File: src/rtl/seven_seg_scan_if.sv
// Display-register side of the seven-segment scanner: latch strobe, digit data
// and the multiplexed pin outputs.
interface seven_seg_scan_if #(
  parameter int NUM_DIGITS = 4
);
  logic                    en;
  logic                    load;
  logic [4*NUM_DIGITS-1:0] value_in;
  logic [NUM_DIGITS-1:0]   dp_in;
  logic [NUM_DIGITS-1:0]   blank_in;
  logic [6:0]              seg_out;
  logic                    dp_out;
  logic [NUM_DIGITS-1:0]   dig_sel;
  logic                    frame_done;

  modport master (
    output en,
    output load,
    output value_in,
    output dp_in,
    output blank_in,
    input  seg_out,
    input  dp_out,
    input  dig_sel,
    input  frame_done
  );

  modport slave (
    input  en,
    input  load,
    input  value_in,
    input  dp_in,
    input  blank_in,
    output seg_out,
    output dp_out,
    output dig_sel,
    output frame_done
  );
endinterface

File: src/rtl/seven_seg_scan.sv
// Time-multiplexed N-digit seven-segment driver: shadow-latched nibbles, prescaled
// digit scan, hex/decimal decode, blanking, leading-zero suppression, pin polarity.
module seven_seg_scan #(
  parameter int NUM_DIGITS     = 4,
  parameter int CLK_DIV        = 50000,
  parameter int HEX_MODE       = 1,
  parameter int BLANK_LEADING  = 0,
  parameter int SEG_ACTIVE_LOW = 0,
  parameter int DIG_ACTIVE_LOW = 1
) (
  input logic               clk,
  input logic               rst,
  seven_seg_scan_if.slave   bus
);

  localparam int IDX_W = (NUM_DIGITS > 1) ? $clog2(NUM_DIGITS) : 1;
  localparam int CNT_W = (CLK_DIV > 1) ? $clog2(CLK_DIV) : 1;
  localparam logic [IDX_W-1:0] LAST_IDX = IDX_W'(NUM_DIGITS - 1);
  localparam logic [CNT_W-1:0] LAST_CNT = CNT_W'(CLK_DIV - 1);
  localparam logic SEG_INV = (SEG_ACTIVE_LOW != 0);
  localparam logic DIG_INV = (DIG_ACTIVE_LOW != 0);

  logic [4*NUM_DIGITS-1:0] r_value;
  logic [NUM_DIGITS-1:0]   r_dp;
  logic [NUM_DIGITS-1:0]   r_blank;
  logic [CNT_W-1:0]        r_cnt;
  logic [IDX_W-1:0]        r_idx;
  logic [6:0]              r_seg;
  logic                    r_dp_out;
  logic [NUM_DIGITS-1:0]   r_dig;
  logic                    r_frame_done;

  logic [3:0]              w_nib [NUM_DIGITS];
  logic [NUM_DIGITS-1:0]   w_upper_zero;
  logic [NUM_DIGITS-1:0]   w_suppress;
  logic [NUM_DIGITS-1:0]   w_onehot;
  logic                    w_tick;
  logic                    w_dark;
  logic [3:0]              w_nib_sel;
  logic [6:0]              w_seg_next;
  logic                    w_dp_next;

  // Active-high segment pattern {a,b,c,d,e,f,g}; letters only when HEX_MODE is set.
  function automatic logic [6:0] f_decode(input logic [3:0] nib);
    logic [6:0] seg;
    case (nib)
      4'h0:    seg = 7'b1111110;
      4'h1:    seg = 7'b0110000;
      4'h2:    seg = 7'b1101101;
      4'h3:    seg = 7'b1111001;
      4'h4:    seg = 7'b0110011;
      4'h5:    seg = 7'b1011011;
      4'h6:    seg = 7'b1011111;
      4'h7:    seg = 7'b1110000;
      4'h8:    seg = 7'b1111111;
      4'h9:    seg = 7'b1111011;
      4'hA:    seg = (HEX_MODE != 0) ? 7'b1110111 : 7'b0000000;
      4'hB:    seg = (HEX_MODE != 0) ? 7'b0011111 : 7'b0000000;
      4'hC:    seg = (HEX_MODE != 0) ? 7'b1001110 : 7'b0000000;
      4'hD:    seg = (HEX_MODE != 0) ? 7'b0111101 : 7'b0000000;
      4'hE:    seg = (HEX_MODE != 0) ? 7'b1001111 : 7'b0000000;
      default: seg = (HEX_MODE != 0) ? 7'b1000111 : 7'b0000000;
    endcase
    return seg;
  endfunction

  // w_upper_zero[k] means nibbles k..NUM_DIGITS-1 of the shadow are all zero.
  for (genvar gi = 0; gi < NUM_DIGITS; gi++) begin : g_digit
    assign w_nib[gi] = r_value[4*gi +: 4];
    if (gi == NUM_DIGITS - 1) begin : g_top
      assign w_upper_zero[gi] = (w_nib[gi] == 4'h0);
    end else begin : g_lower
      assign w_upper_zero[gi] = (w_nib[gi] == 4'h0) && w_upper_zero[gi+1];
    end
    assign w_suppress[gi] = (gi != 0) && (BLANK_LEADING != 0) && w_upper_zero[gi];
    assign w_onehot[gi]   = (r_idx == IDX_W'(gi));
  end

  assign w_tick     = (r_cnt == LAST_CNT) && bus.en;
  assign w_nib_sel  = w_nib[r_idx];
  assign w_dark     = r_blank[r_idx] || w_suppress[r_idx];
  assign w_seg_next = w_dark ? 7'b0000000 : f_decode(w_nib_sel);
  assign w_dp_next  = !w_dark && r_dp[r_idx];

  always_ff @(posedge clk or posedge rst) begin
    if (rst) begin
      r_value <= '0;
      r_dp    <= '0;
      r_blank <= '0;
    end else if (bus.load) begin
      r_value <= bus.value_in;
      r_dp    <= bus.dp_in;
      r_blank <= bus.blank_in;
    end
  end

  // Prescaler and digit index only advance while enabled, so a paused scan resumes in place.
  always_ff @(posedge clk or posedge rst) begin
    if (rst) begin
      r_cnt        <= '0;
      r_idx        <= '0;
      r_frame_done <= 1'b0;
    end else begin
      if (w_tick) begin
        r_cnt <= '0;
        r_idx <= (r_idx == LAST_IDX) ? '0 : r_idx + 1'b1;
      end else if (bus.en) begin
        r_cnt <= r_cnt + 1'b1;
      end
      r_frame_done <= w_tick && (r_idx == LAST_IDX);
    end
  end

  // Pin registers hold the logical (active-high) value; zero means dark.
  always_ff @(posedge clk or posedge rst) begin
    if (rst) begin
      r_seg    <= '0;
      r_dp_out <= 1'b0;
      r_dig    <= '0;
    end else if (bus.en) begin
      r_seg    <= w_seg_next;
      r_dp_out <= w_dp_next;
      r_dig    <= w_onehot;
    end else begin
      r_seg    <= '0;
      r_dp_out <= 1'b0;
      r_dig    <= '0;
    end
  end

  assign bus.seg_out    = r_seg ^ {7{SEG_INV}};
  assign bus.dp_out     = r_dp_out ^ SEG_INV;
  assign bus.dig_sel    = r_dig ^ {NUM_DIGITS{DIG_INV}};
  assign bus.frame_done = r_frame_done;

endmodule
File: src/flat_wrapper.sv
// flat-port wrapper written by rule: the top's interface ports become plain ports
module seven_seg_scan_flat 
#(
  parameter int NUM_DIGITS     = 4,
  parameter int CLK_DIV        = 50000,
  parameter int HEX_MODE       = 1,
  parameter int BLANK_LEADING  = 0,
  parameter int SEG_ACTIVE_LOW = 0,
  parameter int DIG_ACTIVE_LOW = 1
)
  (clk, rst, bus_en, bus_load, bus_value_in, bus_dp_in, bus_blank_in, bus_seg_out, bus_dp_out, bus_dig_sel, bus_frame_done);
  seven_seg_scan_if #(.NUM_DIGITS(NUM_DIGITS)) bus_i ();
  input logic clk;
  input logic rst;
  input wire logic [$bits(bus_i.en)-1:0] bus_en;
  input wire logic [$bits(bus_i.load)-1:0] bus_load;
  input wire logic [$bits(bus_i.value_in)-1:0] bus_value_in;
  input wire logic [$bits(bus_i.dp_in)-1:0] bus_dp_in;
  input wire logic [$bits(bus_i.blank_in)-1:0] bus_blank_in;
  output wire logic [$bits(bus_i.seg_out)-1:0] bus_seg_out;
  output wire logic [$bits(bus_i.dp_out)-1:0] bus_dp_out;
  output wire logic [$bits(bus_i.dig_sel)-1:0] bus_dig_sel;
  output wire logic [$bits(bus_i.frame_done)-1:0] bus_frame_done;
  assign bus_i.en = bus_en;
  assign bus_i.load = bus_load;
  assign bus_i.value_in = bus_value_in;
  assign bus_i.dp_in = bus_dp_in;
  assign bus_i.blank_in = bus_blank_in;
  assign bus_seg_out = bus_i.seg_out;
  assign bus_dp_out = bus_i.dp_out;
  assign bus_dig_sel = bus_i.dig_sel;
  assign bus_frame_done = bus_i.frame_done;
  seven_seg_scan #(.NUM_DIGITS(NUM_DIGITS), .CLK_DIV(CLK_DIV), .HEX_MODE(HEX_MODE), .BLANK_LEADING(BLANK_LEADING), .SEG_ACTIVE_LOW(SEG_ACTIVE_LOW), .DIG_ACTIVE_LOW(DIG_ACTIVE_LOW)) u_core (.clk(clk), .rst(rst), .bus(bus_i));
endmodule
File: config.mk
export PLATFORM = sky130hd
export DESIGN_NAME = seven_seg_scan_flat
export DESIGN_NICKNAME = d
export VERILOG_FILES = /design/src/rtl/seven_seg_scan_if.sv /design/src/rtl/seven_seg_scan.sv /design/src/flat_wrapper.sv
export SDC_FILE = /design/constraint.sdc
export NUM_CORES = 1
export LEC_CHECK = 0
export BUFFER_PORTS_ARGS = -buffer_cell sky130_fd_sc_hd__buf_2
export CORE_ASPECT_RATIO = 1.2
export CORE_MARGIN = 2
export CORE_UTILIZATION = 30
export DETAILED_ROUTE_END_ITERATION = 12
export HOLD_SLACK_MARGIN = 0.08
export PLACE_DENSITY = 0.51
export SYNTH_ARGS = -nofsm -noshare
export SYNTH_HDL_FRONTEND = slang
export SYNTH_SLANG_ARGS = --single-unit
File: constraint.sdc
create_clock -name clk -period 2.6 [get_ports clk]
set_clock_uncertainty 0.2 [all_clocks]
set_input_delay 0.78 -clock clk [delete_from_list [all_inputs] [get_ports clk]]
set_output_delay 0.78 -clock clk [all_outputs]
set_load 0.01 [all_outputs]
==> out/qor.txt, run 1 <==
DRT iter0 DRCs: 38
vias: 1622
sequential fraction of the synthesis area: 52.8%
final instance area: 3030 sq um
Final Routed Wirelength: 4590 um
Cells after Synth: 207
CTS tree: yes
final net count: 288
Synth area leader: dfrtp_1
DRC: 0
Buffers & Inverters on Critical Path: 0
Synth top area share: 52.8%
synthesized net count: 246
largest net degree at the start of global routing: 56
Detail Placement HPWL: 3330 um
Filler cells: 880
multi-input logic area: 1120 sq um
Initial Util: 30.6%
Ys Warns: 0
CTS Buffer Depth: 2
synth unique cells: 36
mapped cell area: 2610 sq um
# Post-CTS Setup Buffers: 0
Detail Route Antenna Nets: 0
total CTS buffers: 5
Final min period: 2.32 ns
I/O pin cnt: 41
vias in the first global route: 1631
synthesized area per cell: 12.6 sq um
post_cts resized: 0
Pre-antenna DRT Iters: 4
FF+latch count, synth: 55
smallest setup slack after layout: 0.285 ns
ys flop type: dfrtp_1
row count: 37
CP max FO: 5
RSZ-0062 raised after global routing: false
crit-path cells: mux4_1 -> ha_1 -> or3b_1 -> o221a_1 -> nor2_1
clock root buffer: clkbuf_8
Crit. End Element: register
kind of critical path: register to register
Max Cap Viol: 0
CP delay by family, top: multiplexers
CTS clock-pin slew for the worst setup and hold paths: 0.10 ns
Max H-tree Level: 2
Worst Tran Pin Value: 0.527 ns
hold_buf cts: 0
Fmax: 432 MHz
clk sinks: 55
initial antenna violation count: 0
die area: 9460 sq um
register area: 1380 sq um
Die Y: 106 um
Crit path required time: 2.64 ns
crit path max-delay cell type: mux4_1
Startpoint Class: register
vias per cell: 4.42
share of layout cells above drive strength 1: 32.4%
most common cell after layout, fill and taps aside: dfrtp_1
area delta synth->final: 16.1%
WL/cell: 12.5 um
arrival time worst endpoint: 2.36 ns
GRT Util Overall: 10.9%
most frequent cells in the layout: dfrtp_1 (55), buf_2 (40), mux2_2 (24)
asr flop ratio synth: 100%
PwrDens: 570 nW/um^2
grt ovf: 0
Setup violations, final: 0
Slew HR: 64.8%
status: complete, no violations
port bufs: 40
Post-synth EDFFs: 0
max-slew violations: 0
Ant. Diodes: 0
Synth area leaders: dfrtp_1 (53%), mux2_2 (10%), ha_1 (5.3%)
Final Core Density: 35.5%
global-route wire length before repair: 7940 um
HP Class: register to register
TNS Setup: 0 ns
Post-Place Setup Slack: 0.290 ns
maximum VDD drop: 242 uV
total core area: 8520 sq um
Pleak: 1.45 nW
Final Hold Viols: 0
GP Congestion: 0.797
Die Wd: 89.1 um
Hold Slack: 0.273 ns
clock latency on the worst-skew pair: 0.31 ns
CP peak stage delay: 0.70 ns
instance area at placement: 2950 sq um
crit share post-route: 89.1%
[per-stage QoR]
| step | power [mW] | instances |
|---|---|---|
| floorplan | 1.21 | 207 |
| finish | 1.73 | 367 |
| global route | 1.84 | 367 |
| global placement | 1.28 | 359 |
| CTS | 1.76 | 367 |
| detailed placement | 1.29 | 359 |
[registers in the layout, indices dropped and copies added (netlist names)]
register,count
u_core.bus.frame_done,1
u_core.r_idx,2
u_core.r_value,16
u_core.bus.dp_out,1
u_core.r_blank,4
u_core.r_dp,4
u_core.r_cnt,16
u_core.bus.seg_out,7
u_core.r_dig,4
[path summary, 6_finish.rpt]
path                                  start                    end  slack (ns)  depth (start not counted)
max                         u_core.r_idx[0]  u_core.bus.seg_out[6]        0.28                          5
min                        u_core.r_cnt[15]       u_core.r_cnt[15]        0.27                          1
max reg2reg                 u_core.r_idx[0]  u_core.bus.seg_out[6]        0.28                          5
min reg2reg                u_core.r_cnt[15]       u_core.r_cnt[15]        0.27                          1
max in group asynchronous               rst      u_core.r_value[7]        1.65                          3
min in group asynchronous               rst  u_core.bus.seg_out[3]        0.31                          3
[kinds of logic after synthesis]
logic type               Yosys count  synth area share [%]
flip-flops                        55                  52.8
buffers and inverters             23                  4.22
AND/OR/NAND/NOR                   56                  11.9
adder cells (fa/ha/maj)           11                  5.28
XOR/XNOR                          12                  4.03
AO/OA/AOI/OAI                     15                  3.84
multiplexers                      35                  17.9
[layout make-up]
type | count | share of cell area [%]
sequential | 55 | 45.5
multi-input combinational | 129 | 37.0
timing repair buffer | 46 | 8.51
tap | 117 | 4.83
clock buffer | 7 | 2.52
inverter | 12 | 1.49
clock inverter | 1 | 0.165
[Yosys cell counts (all sizes together) (3+ instances only)]
cell type / count
inv: 12
clkbuf: 7
mux2: 24
nor2: 13
o21ai: 6
buf: 4
nand4: 3
a221oi: 3
and4: 4
mux2i: 5
ha: 11
nand3: 3
and2: 7
mux4: 6
nand2: 11
xnor2: 4
dfrtp: 55
nand2b: 5
xor2: 8
[power by group]
group	total, mW	internal, mW	switching, mW	leakage, nW
sequential	1.01	0.941	0.0659	0.685
combinational	0.261	0.137	0.124	0.726
clock	0.458	0.190	0.268	0.0422
total	1.73	1.27	0.458	1.45
[per-layer routing]
metal	part of all wire, %	vias up	track usage [%]
met5	0	-	0
met4	1.9	0	4.16
met3	4.2	6	2.72
met2	46	36	17.0
met1	48	777	14.3
li1	-	803	-
Note: power is estimated with default switching activity, not from simulation.
==> inputs of run 2 (changes only) <==
--- a/config.mk
+++ b/config.mk
@@ -6,12 +6,14 @@
 export NUM_CORES = 1
 export LEC_CHECK = 0
 export BUFFER_PORTS_ARGS = -buffer_cell sky130_fd_sc_hd__buf_2
+export CAP_MARGIN = 10
 export CORE_ASPECT_RATIO = 1.2
 export CORE_MARGIN = 2
 export CORE_UTILIZATION = 30
 export DETAILED_ROUTE_END_ITERATION = 12
 export HOLD_SLACK_MARGIN = 0.08
 export PLACE_DENSITY = 0.51
+export SLEW_MARGIN = 20
 export SYNTH_ARGS = -nofsm -noshare
 export SYNTH_HDL_FRONTEND = slang
 export SYNTH_SLANG_ARGS = --single-unit
==> constraint.sdc (replaced) <==
create_clock -name clk -period 2.6 [get_ports clk]
set_clock_uncertainty 0.2 [all_clocks]
set_input_delay 0 -clock clk [delete_from_list [all_inputs] [get_ports clk]]
set_output_delay 0 -clock clk [all_outputs]
set_load 0.01 [all_outputs]
==> run 2 against run 1 <==
Against the previous run: final cell count increased by 6.5%; global-route usage rose by 0.68 points; via count increased by 5.1%; combinational power grew 10%; register-to-register slack gained 0.03 ns; core utilization rose by 3.2 points; non-clock buffer count increased by 24; critical path depth did not move; first-iteration DRC count rose by 34%; power rose by 8.9%; critical path type unchanged; critical endpoint unchanged; largest power group unchanged.
==> out/qor.txt, run 2 (synthesis results as in run 1) <==
most frequent cells in the layout: dfrtp_1 (55), buf_2 (40), dlygate4sd3_1 (26)
WL/cell: 12.6 um (+1.1%)
final net count: 312 (+8.3%)
worst r2r dst: u_core.bus.seg_out[6]
CTS tree: yes
clock latency on the worst-skew pair: 0.31 ns (about the same)
Detail Placement HPWL: 3420 um (+2.9%)
Slew HR: 60.5% (-4.3 points)
GP Congestion: 0.813 (+2.0%)
post_cts resized: 0 (unchanged)
port bufs: 40 (unchanged)
HP Class: input pin to register
clk sinks: 55 (unchanged)
Pint: 1.41 mW (+11%)
Crit. End Element: register
PwrDens: 570 nW/um^2 (about the same)
kind of critical path: register to register
Initial Util: 30.6% (unchanged)
Die Wd: 89.1 um (unchanged)
die area: 9460 sq um (unchanged)
status: complete, no violations
Final Hold Viols: 0 (unchanged)
Final min period: 2.29 ns (-0.0271 ns)
global-route wire length before repair: 8430 um (+6.2%)
row count: 37 (unchanged)
Sw Ratio: 24.8% (-1.7 points)
Ant. Diodes: 0 (unchanged)
most common cell after layout, fill and taps aside: dfrtp_1
vias in the first global route: 1760 (+7.9%)
Hold Path Depth: 2 (+1)
Reg2Reg Launch Point: u_core.r_idx[0]
Fmax: 437 MHz (+1.2%)
max-slew violations: 0 (unchanged)
maximum VDD drop: 188 uV (-22%)
Pleak: 1.56 nW (+7.7%)
dpl cells: 357 (-0.56%)
RSZ-0062 raised after global routing: false
area delta synth->final: 26.4%
CTS clock-pin slew for the worst setup and hold paths: 0.10 ns (about the same)
DRC: 0 (unchanged)
Worst Tran Pin Value: 0.591 ns (+0.0641 ns)
CP peak stage delay: 0.70 ns (about the same)
Max H-tree Level: 2 (unchanged)
I/O pin cnt: 41 (unchanged)
total core area: 8520 sq um (unchanged)
Setup violations, final: 0 (unchanged)
arrival time worst endpoint: 2.34 ns (-0.02 ns)
CP max FO: 5 (unchanged)
Overall Power: 1.88 mW (+8.9%)
fin cells: 391 (+6.5%)
Die Y: 106 um (unchanged)
crit-path cells: mux4_1 -> ha_1 -> or3b_1 -> o221a_1 -> nor2_1
Startpoint Class: register
crit share post-route: 88.0% (-1.0 points)
CP Capture Point: u_core.bus.seg_out[6]
crit path max-delay cell type: mux4_1
CTS Buffer Depth: 2 (unchanged)
Worst Setup SP: u_core.r_idx[0]
register-to-register setup slack: 0.31 ns (+0.03 ns)
Crit path required time: 2.65 ns (about the same)
total CTS buffers: 5 (unchanged)
grt ovf: 0 (unchanged)
initial antenna violation count: 0 (unchanged)
clock root buffer: clkbuf_8
NetSw: 467 uW (+2.0%)
hold_buf cts: 26 (+26)
Detail Route Antenna Nets: 0 (unchanged)
Final Core Density: 38.7% (+3.2 points)
Final Routed Wirelength: 4940 um (+7.7%)
Max Cap Viol: 0 (unchanged)
vias: 1704 (+5.1%)
Combinational Power Share: 15.3% (+0.2 points)
TNS Setup: 0 ns (unchanged)
Pre-antenna DRT Iters: 4 (unchanged)
DRT iter0 DRCs: 51 (+34%)
# Post-CTS Setup Buffers: 0 (unchanged)
GRT Util Overall: 11.5% (+0.68 points)
Sequential Power Share: 53.5% (-4.9 points)
Register-to-Register Path Depth: 5 (unchanged)
vias per cell: 4.36 (-1.4%)
clock power share: 31.2% (+4.7 points)
share of layout cells above drive strength 1: 29.6% (-2.8 points)
largest net degree at the start of global routing: 28 (-50%)
## run 2: cell type report
cell class	instances	area [sq um]
well taps	117	146
flip-flops and latches	55	1380
inverters	12	45.0
repair buffers	70	490
multi-input cells	129	1120
clock inverters	2	35.0
clock buffers	6	82.6
fillers	844	5220
## run 2: how the worst min path moves through the flow
stage | endpoint | slack [ns] | start
2_1_floorplan | u_core.r_blank[0] | -0.05 | bus_blank_in[0]
3_3_place_gp | u_core.bus.dp_out | -0.1 | rst
3_5_place_dp | u_core.bus.dp_out | -0.09 | rst
4_1_cts | u_core.r_dp[0] | 0.08 | bus_load
5_1_grt | u_core.r_blank[1] | 0.08 | bus_load
6_report | u_core.r_dp[0] | 0.08 | bus_load
## run 2: power by group through the flow
stage / combinational [mW] / clock [mW] / sequential [mW]
after floorplan: 0.197 / 0 / 1.01
after global placement: 0.257 / 0 / 1.02
after detailed placement: 0.263 / 0 / 1.02
after CTS: 0.292 / 0.612 / 1.01
after global routing: 0.323 / 0.657 / 1.02
final: 0.288 / 0.586 / 1.01
## run 2: layer usage
| layer | up-vias | track usage (%) | share of wire [%] |
|---|---|---|---|
| met2 | 34 | 18.3 | 48 |
| met4 | 0 | 4.16 | 1.7 |
| li1 | 844 | - | - |
| met3 | 5 | 2.33 | 2.9 |
| met1 | 821 | 15.5 | 47 |
| met5 | - | 0 | 0 |
## run 2: stage by stage
step           setup slack (ns)  hold slack [ns]  cell area (sq um)
2_1_floorplan             0.405          -0.0483               2610
5_1_grt                   0.167           0.0848               3300
3_3_place_gp              0.376          -0.0959               2920
6_report                  0.312           0.0815               3300
4_1_cts                   0.289           0.0825               3300
3_5_place_dp              0.311          -0.0929               2920
## run 2: critical path: cells and delay by family, from the launching register on
family                   cells  cell delay (ns)
AO/OA/AOI/OAI                1             0.12
adder cells (fa/ha/maj)      1             0.27
flip-flops                   1             0.49
multiplexers                 1             0.70
AND/OR/NAND/NOR              2             0.44
